<file path="src/rtl/pipe_pkg.sv">
// Shared definitions for the IF/ID stage and the hazard unit: pipeline
// control state encoding, reset/bubble defaults and jump-decode opcodes.
package pipe_pkg;

    typedef enum logic [1:0] {
        RUN    = 2'd0,
        HOLD   = 2'd1,
        BUBBLE = 2'd2
    } pipe_state_e;

    // sll $0,$0,0 is the canonical MIPS no-op.
    localparam logic [31:0] NOP_INSTR_DEFAULT = 32'h0000_0000;
    localparam logic [31:0] RESET_PC_DEFAULT  = 32'h0000_0000;

    // Opcodes the hazard unit decodes to raise IF_ID_Flush for jumps.
    localparam logic [5:0] OP_J       = 6'b000010;
    localparam logic [5:0] OP_JAL     = 6'b000011;
    localparam logic [5:0] OP_SPECIAL = 6'b000000;
    localparam logic [5:0] FUNCT_JR   = 6'b001000;

endpackage

</file>
<file path="src/rtl/sat_counter.sv">
// Saturating up-counter with synchronous active-high reset. Sticks at
// all-ones instead of wrapping.
module sat_counter #(
    parameter int W = 16
) (
    input  logic         clk,
    input  logic         reset,
    input  logic         inc,
    output logic [W-1:0] count
);

    localparam logic [W-1:0] ONE = W'(1);

    // Count up on each enabled edge until the all-ones ceiling.
    always_ff @(posedge clk) begin
        // NOTE: sequential state uses non-blocking assignments so every
        // register samples pre-edge values regardless of block ordering.
        if (reset) begin
            count <= '0;
        end else if (inc && (count != '1)) begin
            count <= count + ONE;
        end
    end

endmodule

</file>
<file path="src/rtl/if_id_pipe_stage.sv">
// IF/ID pipeline stage: owns the PC and IF/ID registers and applies the
// hazard unit's PCWrite / IF_ID_Write / IF_ID_Flush commands each cycle.
// Optional stall watchdog enabled by defining IF_ID_STALL_WATCHDOG_EN.
module if_id_pipe_stage
    import pipe_pkg::*;
#(
    parameter logic [31:0] RESET_PC   = RESET_PC_DEFAULT,
    parameter logic [31:0] NOP_INSTR  = NOP_INSTR_DEFAULT,
    parameter int          CNT_W      = 16,
    parameter int          WDOG_LIMIT = 64
) (
    input  logic             Clk,
    input  logic             Reset,
    input  logic             PCWrite,
    input  logic             IF_ID_Write,
    input  logic             IF_ID_Flush,
    input  logic [31:0]      NextPC,
    input  logic [31:0]      Instruction_in,
    input  logic [31:0]      PCPlus4_in,
    output logic [31:0]      PC,
    output logic [31:0]      IF_ID_Instruction,
    output logic [31:0]      IF_ID_PCPlus4,
    output logic             IF_ID_Valid,
    output logic [CNT_W-1:0] StallCount,
    output logic [CNT_W-1:0] FlushCount,
    output logic             HangDetect
);

    pipe_state_e state;
    pipe_state_e state_next;

    // A stall is a frozen IF/ID with no flush; a flush during a stall
    // counts only as a flush.
    logic stall_evt;
    logic flush_evt;
    assign stall_evt = !IF_ID_Write && !IF_ID_Flush;
    assign flush_evt = IF_ID_Flush;

    // PC register: loads only when the hazard unit allows it.
    always_ff @(posedge Clk) begin
        if (Reset) begin
            PC <= RESET_PC;
        end else if (PCWrite) begin
            PC <= NextPC;
        end
    end

    // IF/ID register: flush beats write, write beats hold. Instruction_in
    // is only sampled on the write path, so X on a stalled/flushed cycle
    // never reaches ID.
    always_ff @(posedge Clk) begin
        if (Reset) begin
            IF_ID_Instruction <= NOP_INSTR;
            IF_ID_PCPlus4     <= '0;
            IF_ID_Valid       <= 1'b0;
        end else if (IF_ID_Flush) begin
            IF_ID_Instruction <= NOP_INSTR;
            IF_ID_PCPlus4     <= '0;
            IF_ID_Valid       <= 1'b0;
        end else if (IF_ID_Write) begin
            IF_ID_Instruction <= Instruction_in;
            IF_ID_PCPlus4     <= PCPlus4_in;
            IF_ID_Valid       <= 1'b1;
        end
    end

    // Control state register.
    always_ff @(posedge Clk) begin
        if (Reset) begin
            state <= RUN;
        end else begin
            state <= state_next;
        end
    end

    // Next-state decode from the current state and this cycle's commands.
    always_comb begin
        // NOTE: default assigned first so no path leaves state_next
        // unassigned and a latch cannot be inferred.
        state_next = state;
        case (state)
            RUN: begin
                if (IF_ID_Flush)       state_next = BUBBLE;
                else if (!IF_ID_Write) state_next = HOLD;
            end
            HOLD: begin
                if (IF_ID_Flush)      state_next = BUBBLE;
                else if (IF_ID_Write) state_next = RUN;
            end
            BUBBLE: begin
                if (IF_ID_Flush)       state_next = BUBBLE;
                else if (!IF_ID_Write) state_next = HOLD;
                else                   state_next = RUN;
            end
            default: state_next = RUN;
        endcase
    end

    sat_counter #(.W(CNT_W)) u_stall_cnt (
        .clk   (Clk),
        .reset (Reset),
        .inc   (stall_evt),
        .count (StallCount)
    );

    sat_counter #(.W(CNT_W)) u_flush_cnt (
        .clk   (Clk),
        .reset (Reset),
        .inc   (flush_evt),
        .count (FlushCount)
    );

`ifdef IF_ID_STALL_WATCHDOG_EN
    localparam int WDOG_W = $clog2(WDOG_LIMIT + 1);

    logic [WDOG_W-1:0] wdog_count;
    logic              wdog_clear;
    logic              hang_q;

    // Run length of HOLD: restarts on any edge that does not land in HOLD.
    assign wdog_clear = Reset || (state_next != HOLD);

    sat_counter #(.W(WDOG_W)) u_wdog_cnt (
        .clk   (Clk),
        .reset (wdog_clear),
        .inc   (1'b1),
        .count (wdog_count)
    );

    // Sticky hang flag, set on the edge that completes WDOG_LIMIT HOLD edges.
    always_ff @(posedge Clk) begin
        if (Reset) begin
            hang_q <= 1'b0;
        end else if ((state_next == HOLD) && (wdog_count == WDOG_W'(WDOG_LIMIT - 1))) begin
            hang_q <= 1'b1;
        end
    end

    assign HangDetect = hang_q;
`else
    assign HangDetect = 1'b0;
`endif

endmodule

</file>
<file path="config.mk">
export PLATFORM = sky130hd
export DESIGN_NAME = if_id_pipe_stage
export DESIGN_NICKNAME = d
export VERILOG_FILES = /design/src/rtl/pipe_pkg.sv /design/src/rtl/sat_counter.sv /design/src/rtl/if_id_pipe_stage.sv
export SDC_FILE = /design/constraint.sdc
export NUM_CORES = 1
export LEC_CHECK = 0
export CORE_MARGIN = 2
export CORE_UTILIZATION = 42
export DETAILED_ROUTE_END_ITERATION = 16
export HOLD_SLACK_MARGIN = 0.06
export PLACE_DENSITY = 0.81
export SLEW_MARGIN = 40
export SYNTH_ARGS = -nofsm -noshare
export SYNTH_HDL_FRONTEND = slang
export SYNTH_HIERARCHICAL = 1
export SYNTH_SLANG_ARGS = --single-unit
export TNS_END_PERCENT = 5
</file>
<file path="constraint.sdc">
create_clock -name Clk -period 2.6 [get_ports Clk]
set_clock_uncertainty 0.2 [all_clocks]
set_input_delay 0.52 -clock Clk [delete_from_list [all_inputs] [get_ports Clk]]
set_output_delay 0.52 -clock Clk [all_outputs]
set_load 0.01 [all_outputs]
</file>
### Yosys cells after proc, flatten, opt, wreduce, memory -nomap -nowiden

Index checks and enable logic that the tools add are counted.

| word-level totals | value |
|---|---|
| latch bits | 0 |
| bits in registers | 129 |
| input port bits | 101 |
| bits in writable memories | 0 |
| memories kept | 0 |
| ROM bits | 0 |

| cells by class | value |
|---|---|
| reductions and logical operators | 6 |
| order comparisons | 0 |
| $add $sub $neg | 2 |
| multipliers | 0 |
| bitwise operators | 0 |
| shifts and indexed selects | 0 |
| equality and inequality tests | 2 |
| muxes and demuxes | 0 |
| div/mod/pow operators | 0 |

Operators by type and width:

| cell | number |
|---|---|
| $add A16 B1 Y16 const B | 2 |
| $ne A16 B16 Y1 const B | 2 |
| $logic_and A1 B1 Y1 | 3 |
| $logic_not A1 Y1 | 2 |
| $reduce_or A2 Y1 | 1 |

### Depth between registers and ports, before layout

Gate-level depths: netlist (run 1).

| depth | value |
|---|---|
| word-level depth | 3 |
| gate-level depth with buffers | 8 |

### Hierarchy

Netlist (run 1), hierarchy kept.

By module, submodules not included:

| module | area an instance (um2) | cells each | sequential area each (um2) | instances |
|---|---|---|---|---|
| if_id_pipe_stage | 3555.9 | 318 | 1941.9 | 1 |
| sat_counter | 848.3 | 99 | 320.3 | 2 |

### Least setup slack after synthesis (run 1)

Ideal clock, no wire load.

| path | value |
|---|---|
| path type | input to register |
| start point | in IF_ID_Write |
| end point | reg u_stall_cnt.count[7] |
| stages | 8 |
| setup slack | 198 ps |
| data arrival time | 2131 ps |
| path buffers | 4 |
| cells stage by stage | buf_2 -> buf_4 -> buf_4 -> nor2_1 -> nand2_1 -> clkbuf_1 -> or4_1 -> a21oi_1 |

| between the ends | value |
|---|---|
| cells in the longest elaborated chain, start to end | 3 |

Ends and longest elaborated chain:

| element | RTL line | RTL |
|---|---|---|
| start: declaration | if_id_pipe_stage.sv:15 | `input logic IF_ID_Write,` |
| $logic_not A1 Y1 | -- |  |
| $logic_and A1 B1 Y1 | if_id_pipe_stage.sv:36 | `assign stall_evt = !IF_ID_Write && !IF_ID_Flush;` |
| net stall_evt | if_id_pipe_stage.sv:34 | `logic stall_evt;` |
| $logic_and A1 B1 Y1 | sat_counter.sv:20 | `end else if (inc && (count != '1)) begin` |
| end signal: assignment | sat_counter.sv:21 | `count <= count + ONE;` |
| end: declaration | sat_counter.sv:9 | `output logic [W-1:0] count` |

The timed path passes the listed nets, and every way through them passes these cells.
A chain may end at the register's enable or synchronous reset.

### Final worst setup path (run 1)

| path | value |
|---|---|
| start point | reg u_flush_cnt.count[5] |
| end point | out FlushCount[5] |

RTL lines:

| element | RTL line | RTL |
|---|---|---|
| start: declaration | sat_counter.sv:9 |  |
| start signal: assignment | sat_counter.sv:21 |  |
| end: declaration | if_id_pipe_stage.sv:25 | `output logic [CNT_W-1:0] FlushCount,` |

No word-level cell between the ends.

==> run metrics, run 1 <==
status=finished, final reports clean; FF+latch count, synth=~130; Logic pwr share=0.104; via count=4655; fin cells=just over 900; worst hold slack=around 0.27 ns; main area contributors after synthesis=dfxtp_1 49%, mux2i_1 19%, nor2_1 7.2%; pwr dens=about 640 nW/um^2; pre-CTS setup slack=0.163 ns; Initial Util=0.434; commonest non-fill, non-tap cell in the layout=clkdlybuf4s50_1; XOR/XNOR Fraction of Synth Area=0.00667; Final ANT Viol Nets=0; Synth Area per Inst=a little over 10 sq um; maxcap violations=0; placed wire-length estimate=~11000 microns; Final WS setup=0.358 ns; Post-Syn Nets=619; Slew @ Worst Pin=around 0.58 ns; RSZ-0062 raised after global routing=no; Pins Over Slew Limit=0; delay-heaviest family, CP=buffers and inverters; Area growth syn-to-layout=57.7%; global placement routability congestion=0.841; Final Net Count=~850; commonest non-fill, non-tap cells in the layout=226 x clkdlybuf4s50_1, 129 x dfxtp_1, 101 x nor2_1, 98 x mux2i_1, 20 x a21oi_1; Hold Crit Class=in2reg; area of the mapped netlist=~5300 sq um; Top FF cell, synth=dfxtp_1; Post-synth ARST share=0; CTS root buf=clkbuf_16; library cells used by synthesis=38; Final TNS setup=0 ns; initial antenna violation count=0; Die H=116 microns; first-pass GRT wire length=between 20000 and 25000 microns; clk buf depth=2; WP buf/inv=1; Leak=roughly 3.2 nW; # H-tree levels=4; CP endpoint kind=primary output; WP data required=~1.9 ns; final setup vio count=0; detailed-route wire length per cell=between 15 and 20 microns; largest net degree at the start of global routing=66; switching pwr=between 0.001 and 0.0015 W; area of the multi-input gates=2420 sq um; GRT overflow=0; cell-internal power=around 0.0042 W; Post-synth EDFFs=0; post-cts resize count=0; arrival time worst endpoint=~1.5 ns; clock network power share=0.501; Final Cycle Share=0.862; slew margin rel.=0.605; postcts setup bufs=0; sw frac=0.213; CP Max Fanout=7; CP peak stage delay=approximately 0.61 ns; total power=between 0.005 and 0.006 W; CTS clock-pin slew for the worst setup and hold paths=around 0.06 ns; yosys warns=6; Synth Instances=between 500 and 600; TritonCTS clock tree=yes; Hold Buf Count CTS=0; die area=~13000 sq um; CTS buffer count=17; core area=about 12000 sq um; post-synthesis mux area share=0.191; # rows=40; gr usage total=0.214; Vias/cell=between 5 and 6; largest family of logic cells by synthesized area=simple AND/OR/NAND/NOR gates; input/output buffers=approximately 230; Seq/Total Area, Yosys=0.492; Max Freq=between 400 and 500 MHz; share of layout cells above drive strength 1=0.0848; number of global-route vias before repair=4537; clock latency on the worst-skew pair=0.41 ns; IO Pins=around 230; Reg power frac=0.394; Clock Sinks=about 130; First DRT Iteration DRCs=~260; drt drc=0; fillcell total=942; die width=116 microns; Synth Area in Compound Gates=0.0534; Worst path slowest cell=clkdlybuf4s50_1; final hold violations=0; critical-path cell list=clkdlybuf4s50_1; peak supply drop=0.448 mV; Routed WL=14700 microns; largest area contributor in the netlist=dfxtp_1; post-synth top area share=0.492; startpoint type of the worst setup path=flop; WS Path Type=reg2out; Synth Area in Adders=0.00476; diode count=0; post-synthesis simple-gate area fraction=0.204; sequential cell area=about 2600 sq um; Final min period=roughly 2.2 ns; Pre-antenna DRT Iters=4; Placed Cells=just under 900
-- worst paths after layout --
kind                              from                    end  slack [ns]  cells after the start
setup / recovery  u_flush_cnt/count[5]          FlushCount[5]        0.36                      1
hold / removal                   Reset  IF_ID_Instruction[24]        0.27                      3
setup reg to reg  u_stall_cnt/count[0]  u_stall_cnt/count[13]        0.57                      6
hold reg to reg            IF_ID_Valid            IF_ID_Valid        0.27                      2
-- synth_stat cells (7+ instances only) --
master	count
o21ai_0	8
dfxtp_1	129
buf_2	7
clkbuf_1	7
mux2i_1	98
nor3_1	8
nand3_1	12
nand2_1	12
a21oi_1	20
buf_6	8
nor2_1	101
nor2_4	10
or4_1	14
o31ai_1	12
-- cell type report --
cell class / instances / area share
multi-input cells: 349 / 0.292
well taps: 168 / 0.0254
clock inverters: 12 / 0.0246
flip-flops and latches: 129 / 0.312
inverters: 6 / 0.00272
repair buffers: 239 / 0.287
clock buffers: 20 / 0.0563
-- kinds of logic (layout without fill, tap and decap cells) --
family / after synthesis / after routing
simple gates: 196 / 196
flops: 129 / 129
mux: 100 / 100
compound gates: 46 / 46
buf+inv: 38 / 277
xor+xnor: 4 / 4
fa+ha+maj: 2 / 2
other cells: 1 / 1
-- flip-flops by register name, indices dropped and copies added (netlist names) --
name,cells
IF_ID_Instruction,32
IF_ID_PCPlus4,32
IF_ID_Valid,1
PC,32
u_flush_cnt/count,16
u_stall_cnt/count,16
-- power groups by stage --
| stage | combinational, W | clock [W] | sequential, W |
|---|---|---|---|
| after floorplan | 0.000212 | 0 | 0.00215 |
| after global placement | 0.000539 | 0 | 0.00212 |
| after detailed placement | 0.000552 | 0 | 0.00212 |
| after CTS | 0.000556 | 0.00268 | 0.00208 |
| after global routing | 0.000589 | 0.00278 | 0.00209 |
| final | 0.000551 | 0.00265 | 0.00208 |
-- through the flow --
stage	cell area, sq um	utilization
final	8280	0.684
after CTS	8280	0.684
after detailed placement	7610	0.629
after floorplan	5250	-
after global routing	8280	0.684
after global placement	7610	0.629
-- metal layers --
layer | global-route usage | routed length [microns] | up-vias
met2 | 0.373 | 7330 | 197
met4 | 0.0762 | 189 | 0
met5 | 0 | 0 | -
met3 | 0.0628 | 1130 | 18
li1 | - | - | 2265
met1 | 0.252 | 6030 | 2175
Note: power is estimated with default switching activity, not from simulation.
==> inputs of run 2 (changes only) <==
--- a/config.mk
+++ b/config.mk
@@ -9,7 +9,7 @@
 export CORE_UTILIZATION = 42
 export DETAILED_ROUTE_END_ITERATION = 16
 export HOLD_SLACK_MARGIN = 0.06
-export PLACE_DENSITY = 0.81
+export PLACE_DENSITY_LB_ADDON = 0.12
 export SLEW_MARGIN = 40
 export SYNTH_ARGS = -nofsm -noshare
 export SYNTH_HDL_FRONTEND = slang
==> run 2 against run 1 <==
Worst hold slack gained 0.018 ns. Highest routed layer unchanged. Final area shrank 1.2%. Via count shrank 2.0%. Sequential cell count is the same. First-iteration DRC count shrank 3.5%. Register-to-register slack gained 0.04 ns. Largest power group unchanged. Count of clock-buffer cells in the layout grew 6. Sequential share of layout area grew 0.39 points. Critical endpoint unchanged. Combinational power is essentially flat.
==> run metrics, run 2 (synthesis gave the netlist of run 1 again) <==
cell-internal power=0.00383 W; arrival time worst endpoint=~1.5 ns; sw frac=0.213; Hold Startpoint=IF_ID_PCPlus4[29]; CP endpoint kind=primary output; placed wire-length estimate=10600 microns; Final ANT Viol Nets=0; First DRT Iteration DRCs=about 250; Max Freq=453 MHz; # rows=40; total power=0.00487 W; Final Cycle Share=0.850; clock network power share=0.460; worst hold slack=just under 0.3 ns; CTS clock-pin slew for the worst setup and hold paths=0.05 ns; diode count=0; switching pwr=around 0.0010 W; Hold Crit Depth=2; Vias/cell=4.95; CP Max Fanout=7; share of layout cells above drive strength 1=0.0796; die area=between 10000 and 15000 sq um; startpoint type of the worst setup path=flop; clk buf depth=2; Top Metal Used=met4; Final min period=2.21 ns; critical-path cell list=clkdlybuf4s50_1; CP peak stage delay=roughly 0.6 ns; via count=between 4000 and 5000; Clock Sinks=between 100 and 150; WS Path Type=reg2out; drt drc=0; commonest non-fill, non-tap cells in the layout=226 x clkdlybuf4s50_1, 129 x dfxtp_1, 101 x nor2_1, 98 x mux2i_1, 20 x a21oi_1; Worst path slowest cell=clkdlybuf4s50_1; Slew @ Worst Pin=roughly 0.57 ns; CTS buffer count=17; die width=116 microns; global placement routability congestion=just under 0.9; Die H=around 120 microns; # H-tree levels=4; gr usage total=0.212; core area=approximately 12000 sq um; delay-heaviest family, CP=buffers and inverters; commonest non-fill, non-tap cell in the layout=clkdlybuf4s50_1; Leak=approximately 3.2 nW; postcts setup bufs=0; routed length on met2=~7100 microns; Area growth syn-to-layout=55.8%; TritonCTS clock tree=yes; maxcap violations=0; largest net degree at the start of global routing=66; Logic pwr share=0.113; RR Startpoint=u_flush_cnt/count[5]; Pre-antenna DRT Iters=4; detailed-route wire length per cell=15.7 microns; IO Pins=roughly 230; Pins Over Slew Limit=0; routed wl met3=about 1000 microns; wl on met1=around 6000 microns; Final Net Count=roughly 850; Initial Util=0.434; Final TNS setup=0 ns; RR Endpoint=u_flush_cnt/count[15]; status=finished, final reports clean; WP buf/inv=1; R2R Setup Slk=0.61 ns; fillcell total=about 1000; number of global-route vias before repair=between 4000 and 5000; clock latency on the worst-skew pair=about 0.41 ns; worst r2r path cells=4; DP Area=~7600 sq um; Routed WL=around 14000 microns; worst hold path endpoint=IF_ID_PCPlus4[29]; Hold Buf Count CTS=0; GRT overflow=0; design area=slightly above 8000 sq um; Hold Crit Class=reg2reg; biggest regs=IF_ID_Instruction: 32 flops, IF_ID_PCPlus4: 32 flops, PC: 32 flops; final hold violations=0; CTS root buf=clkbuf_16; post-cts resize count=0; RSZ-0062 raised after global routing=no; WP data required=between 1.5 and 2 ns; peak supply drop=between 0.3 and 0.4 mV; pwr dens=about 600 nW/um^2; Reg power frac=0.427; final setup vio count=0; first-pass GRT wire length=22000 microns; slew margin rel.=0.614; initial antenna violation count=0; input/output buffers=229
[run 2: cell types whose count changed in the layout (fill, tap and decap cells not counted)]
cell / previous run / this run
clkinv_4: 2 / 0
clkbuf_1: 0 / 3
inv_6: 1 / 0
clkinv_2: 1 / 4
bufinv_16: 5 / 1
clkinvlp_4: 3 / 0
clkbuf_8: 3 / 6
[run 2: area by class of cell]
type,instances,area [sq um],share of cell area
timing repair buffer,239,2380,0.291
clock inverter,5,50.0,0.00612
inverter,6,22.5,0.00275
clock buffer,26,519,0.0635
sequential,129,2580,0.316
multi-input combinational,349,2420,0.296
tap,168,210,0.0257
[run 2: worst register-to-register path: stages, from the launching register on]
cell     delay [ns]
dfxtp_1        0.48
nand4_4        0.20
or4_1          0.49
or4_1          0.41
a21oi_1        0.15
[run 2: worst max path at each step]
stage / from / endpoint / slack, ns / cells past startpoint
after floorplan: IF_ID_Write / u_stall_cnt/count[7] / 0.20 / 8
after global placement: IF_ID_Flush / u_stall_cnt/count[11] / 0.26 / 5
after detailed placement: IF_ID_Flush / u_stall_cnt/count[11] / 0.20 / 5
after CTS: u_flush_cnt/count[5] / FlushCount[5] / 0.36 / 1
after global routing: u_flush_cnt/count[5] / FlushCount[5] / 0.34 / 1
final: u_flush_cnt/count[5] / FlushCount[5] / 0.39 / 1
[run 2: power groups by stage]
stage,combinational [W],sequential [W],clock [W]
floorplan,0.000212,0.00215,0
global placement,0.000544,0.00212,0
detailed placement,0.000551,0.00212,0
CTS,0.000555,0.00208,0.00229
global route,0.000587,0.00209,0.00239
finish,0.000549,0.00208,0.00224
[run 2: layer usage]
layer  vias to the layer above  global-route usage
li1                       2265                   -
met3                        16              0.0701
met1                      2131               0.253
met4                         0              0.0770
met2                       152               0.356
met5                         -                   0
[run 2: stage by stage]
step	utilization	setup slack [ns]	std cells
finish	0.676	0.391	922
global route	0.676	0.343	922
CTS	0.676	0.362	922
detailed placement	0.629	0.203	891
global placement	0.629	0.257	891
floorplan	-	0.198	516
==> inputs of run 3 (changes only) <==
--- a/config.mk
+++ b/config.mk
@@ -6,7 +6,7 @@
 export NUM_CORES = 1
 export LEC_CHECK = 0
 export CORE_MARGIN = 2
-export CORE_UTILIZATION = 42
+export CORE_UTILIZATION = 38
 export DETAILED_ROUTE_END_ITERATION = 16
 export HOLD_SLACK_MARGIN = 0.06
 export PLACE_DENSITY_LB_ADDON = 0.12
==> constraint.sdc (replaced) <==
create_clock -name Clk -period 2 [get_ports Clk]
set_clock_uncertainty 0.2 [all_clocks]
set_input_delay 0.4 -clock Clk [delete_from_list [all_inputs] [get_ports Clk]]
set_output_delay 0.4 -clock Clk [all_outputs]
set_load 0.01 [all_outputs]
==> run 3 against run 2 <==
Routed wire length is 0.57% higher. Setup slack worse by 0.34 ns. Sequential share of layout area is 0.67 points lower. Die area is 10% higher. First-iteration DRC count is 32% lower. Non-clock buffer count is 25 higher. Sequential power is 30% higher. Worst hold slack worse by 0.036 ns. Clock power is 25% higher. Critical endpoint is now FlushCount[3]. Largest cell class unchanged.
==> run metrics, run 3 (synthesis gave the netlist of run 1 again) <==
status=finished, final reports clean; gr usage total=0.192; RR Startpoint=u_flush_cnt/count[0]; share of layout cells above drive strength 1=0.137; placed wire-length estimate=about 11000 microns; Max Freq=513 MHz; switching pwr=between 0.001 and 0.0015 W; detailed-route wire length per cell=15.2 microns; final setup vio count=0; Hold Startpoint=Reset; initial antenna violation count=0; largest net degree at the start of global routing=67; R2R Setup Slk=around 0.070 ns; WS Path Type=reg2out; Final Cycle Share=0.974; CP endpoint kind=primary output; RR Endpoint=u_flush_cnt/count[9]; Final min period=1.95 ns; Clock Sinks=around 130; Top Metal Used=met4; wl on met1=approximately 6200 microns; startpoint type of the worst setup path=flop; input/output buffers=around 230; DP Area=a little under 8000 sq um; total power=approximately 0.0062 W; commonest non-fill, non-tap cells in the layout=202 x clkdlybuf4s50_1, 114 x dfxtp_1, 100 x nor2_1, 98 x mux2i_1, 31 x buf_4; Area growth syn-to-layout=60.3%; sequential cell area=between 2000 and 3000 sq um; Pre-antenna DRT Iters=4; maxcap violations=0; via count=between 4000 and 5000; biggest regs=IF_ID_Instruction: 32 flops, IF_ID_PCPlus4: 32 flops, PC: 32 flops; design area=roughly 8400 sq um; number of global-route vias before repair=approximately 4500; WP buf/inv=1; Hold Crit Depth=3; Final WS setup=about 0.05 ns; worst r2r path cells=6; die area=14800 sq um; delay-heaviest family, CP=buffers and inverters; peak supply drop=~0.5 mV; worst hold path endpoint=IF_ID_Instruction[29]; Hold Buf Count CTS=0; # H-tree levels=4; Final Core Density=0.631; routed length on met2=between 7000 and 8000 microns; Logic pwr share=0.117; First DRT Iteration DRCs=around 170; CTS clock-pin slew for the worst setup and hold paths=~0.050 ns; Die H=between 100 and 150 microns; CTS buffer count=17; sw frac=0.226; postcts setup bufs=0; diode count=0; Reg power frac=0.435; clock latency on the worst-skew pair=0.41 ns; IO Pins=around 230; clk buf depth=2; CP Max Fanout=7; RSZ-0062 raised after global routing=yes; Final Net Count=between 800 and 900; CTS root buf=clkbuf_16; Routed WL=between 10000 and 15000 microns; CP peak stage delay=around 0.55 ns; Vias/cell=4.92; Pins Over Slew Limit=0; core area=about 13000 sq um; drt drc=0; Hold Crit Class=in2reg; GRT overflow=0; critical-path cell list=clkdlybuf4s50_1; Initial Util=0.394; die width=122 microns; area of the multi-input gates=between 2000 and 2500 sq um; arrival time worst endpoint=~1.4 ns; first-pass GRT wire length=22300 microns; cell-internal power=0.00482 W; routed wl met3=roughly 1000 microns; WP data required=around 1.4 ns; commonest non-fill, non-tap cell in the layout=clkdlybuf4s50_1; fillcell total=1118; pwr dens=~740 nW/um^2; Leak=3.52 nW; # rows=between 40 and 50; final hold violations=0; clock network power share=0.448; TritonCTS clock tree=yes; Final ANT Viol Nets=0; global placement routability congestion=0.829; Final TNS setup=0 ns; Worst path slowest cell=clkdlybuf4s50_1; pre-CTS setup slack=-0.299 ns; number of stages on the worst setup path=1
==> run 3: cell types whose count changed in the layout (fill, tap and decap cells not counted), sizes merged <==
| cell | before | now |
|---|---|---|
| clkbuf | 26 | 20 |
| dlygate4sd2 | 0 | 18 |
| dlymetal6s2s | 0 | 6 |
| clkinvlp | 0 | 3 |
| clkdlybuf4s50 | 226 | 202 |
| clkinv | 4 | 7 |
| buf | 13 | 38 |
==> run 3: layout make-up <==
class                   instances  share of cell area
repair buffers                264               0.308
clock inverters                11              0.0108
multi-input cells             349               0.290
well taps                     176              0.0261
flip-flops and latches        129               0.309
inverters                       6             0.00267
clock buffers                  20              0.0530
==> run 3: metrics by stage <==
stage / cells / hold WS (ns)
final: 955 / 0.253
after global routing: 955 / 0.254
after CTS: 955 / 0.240
after detailed placement: 924 / 0.268
after global placement: 924 / 0.255
after floorplan: 516 / 0.305
==> run 3: worst max path at each step <==
stage | startpoint | endpoint | slack [ns]
final | u_flush_cnt/count[3] | FlushCount[3] | 0.05
after CTS | u_stall_cnt/count[5] | StallCount[5] | -0.05
after detailed placement | IF_ID_Flush | u_stall_cnt/count[11] | -0.30
after floorplan | IF_ID_Write | u_stall_cnt/count[7] | -0.0003
after global routing | u_stall_cnt/count[9] | u_stall_cnt/count[15] | -0.02
after global placement | IF_ID_Flush | u_stall_cnt/count[11] | -0.27
==> run 3: per-layer routing <==
layer  vias to the layer above  GRT usage
li1                       2311          -
met1                      2220      0.235
met2                       158      0.323
met3                         9     0.0618
met4                         0     0.0546
met5                         -          0
==> run 3: timing repair <==
action | in CTS | in global routing
gates resized for setup | 32 | 11
hold endpoints to repair | 0 | 0
setup endpoints to repair | 30 | 13
==> run 3: power groups by stage <==
stage	Clock [W]	Combinational [W]	Sequential [W]
6_report	0.00279	0.000730	0.00270
5_1_grt	0.00297	0.000782	0.00271
4_1_cts	0.00285	0.000738	0.00270
3_5_place_dp	0	0.000736	0.00276
3_3_place_gp	0	0.000723	0.00275
2_1_floorplan	0	0.000280	0.00280
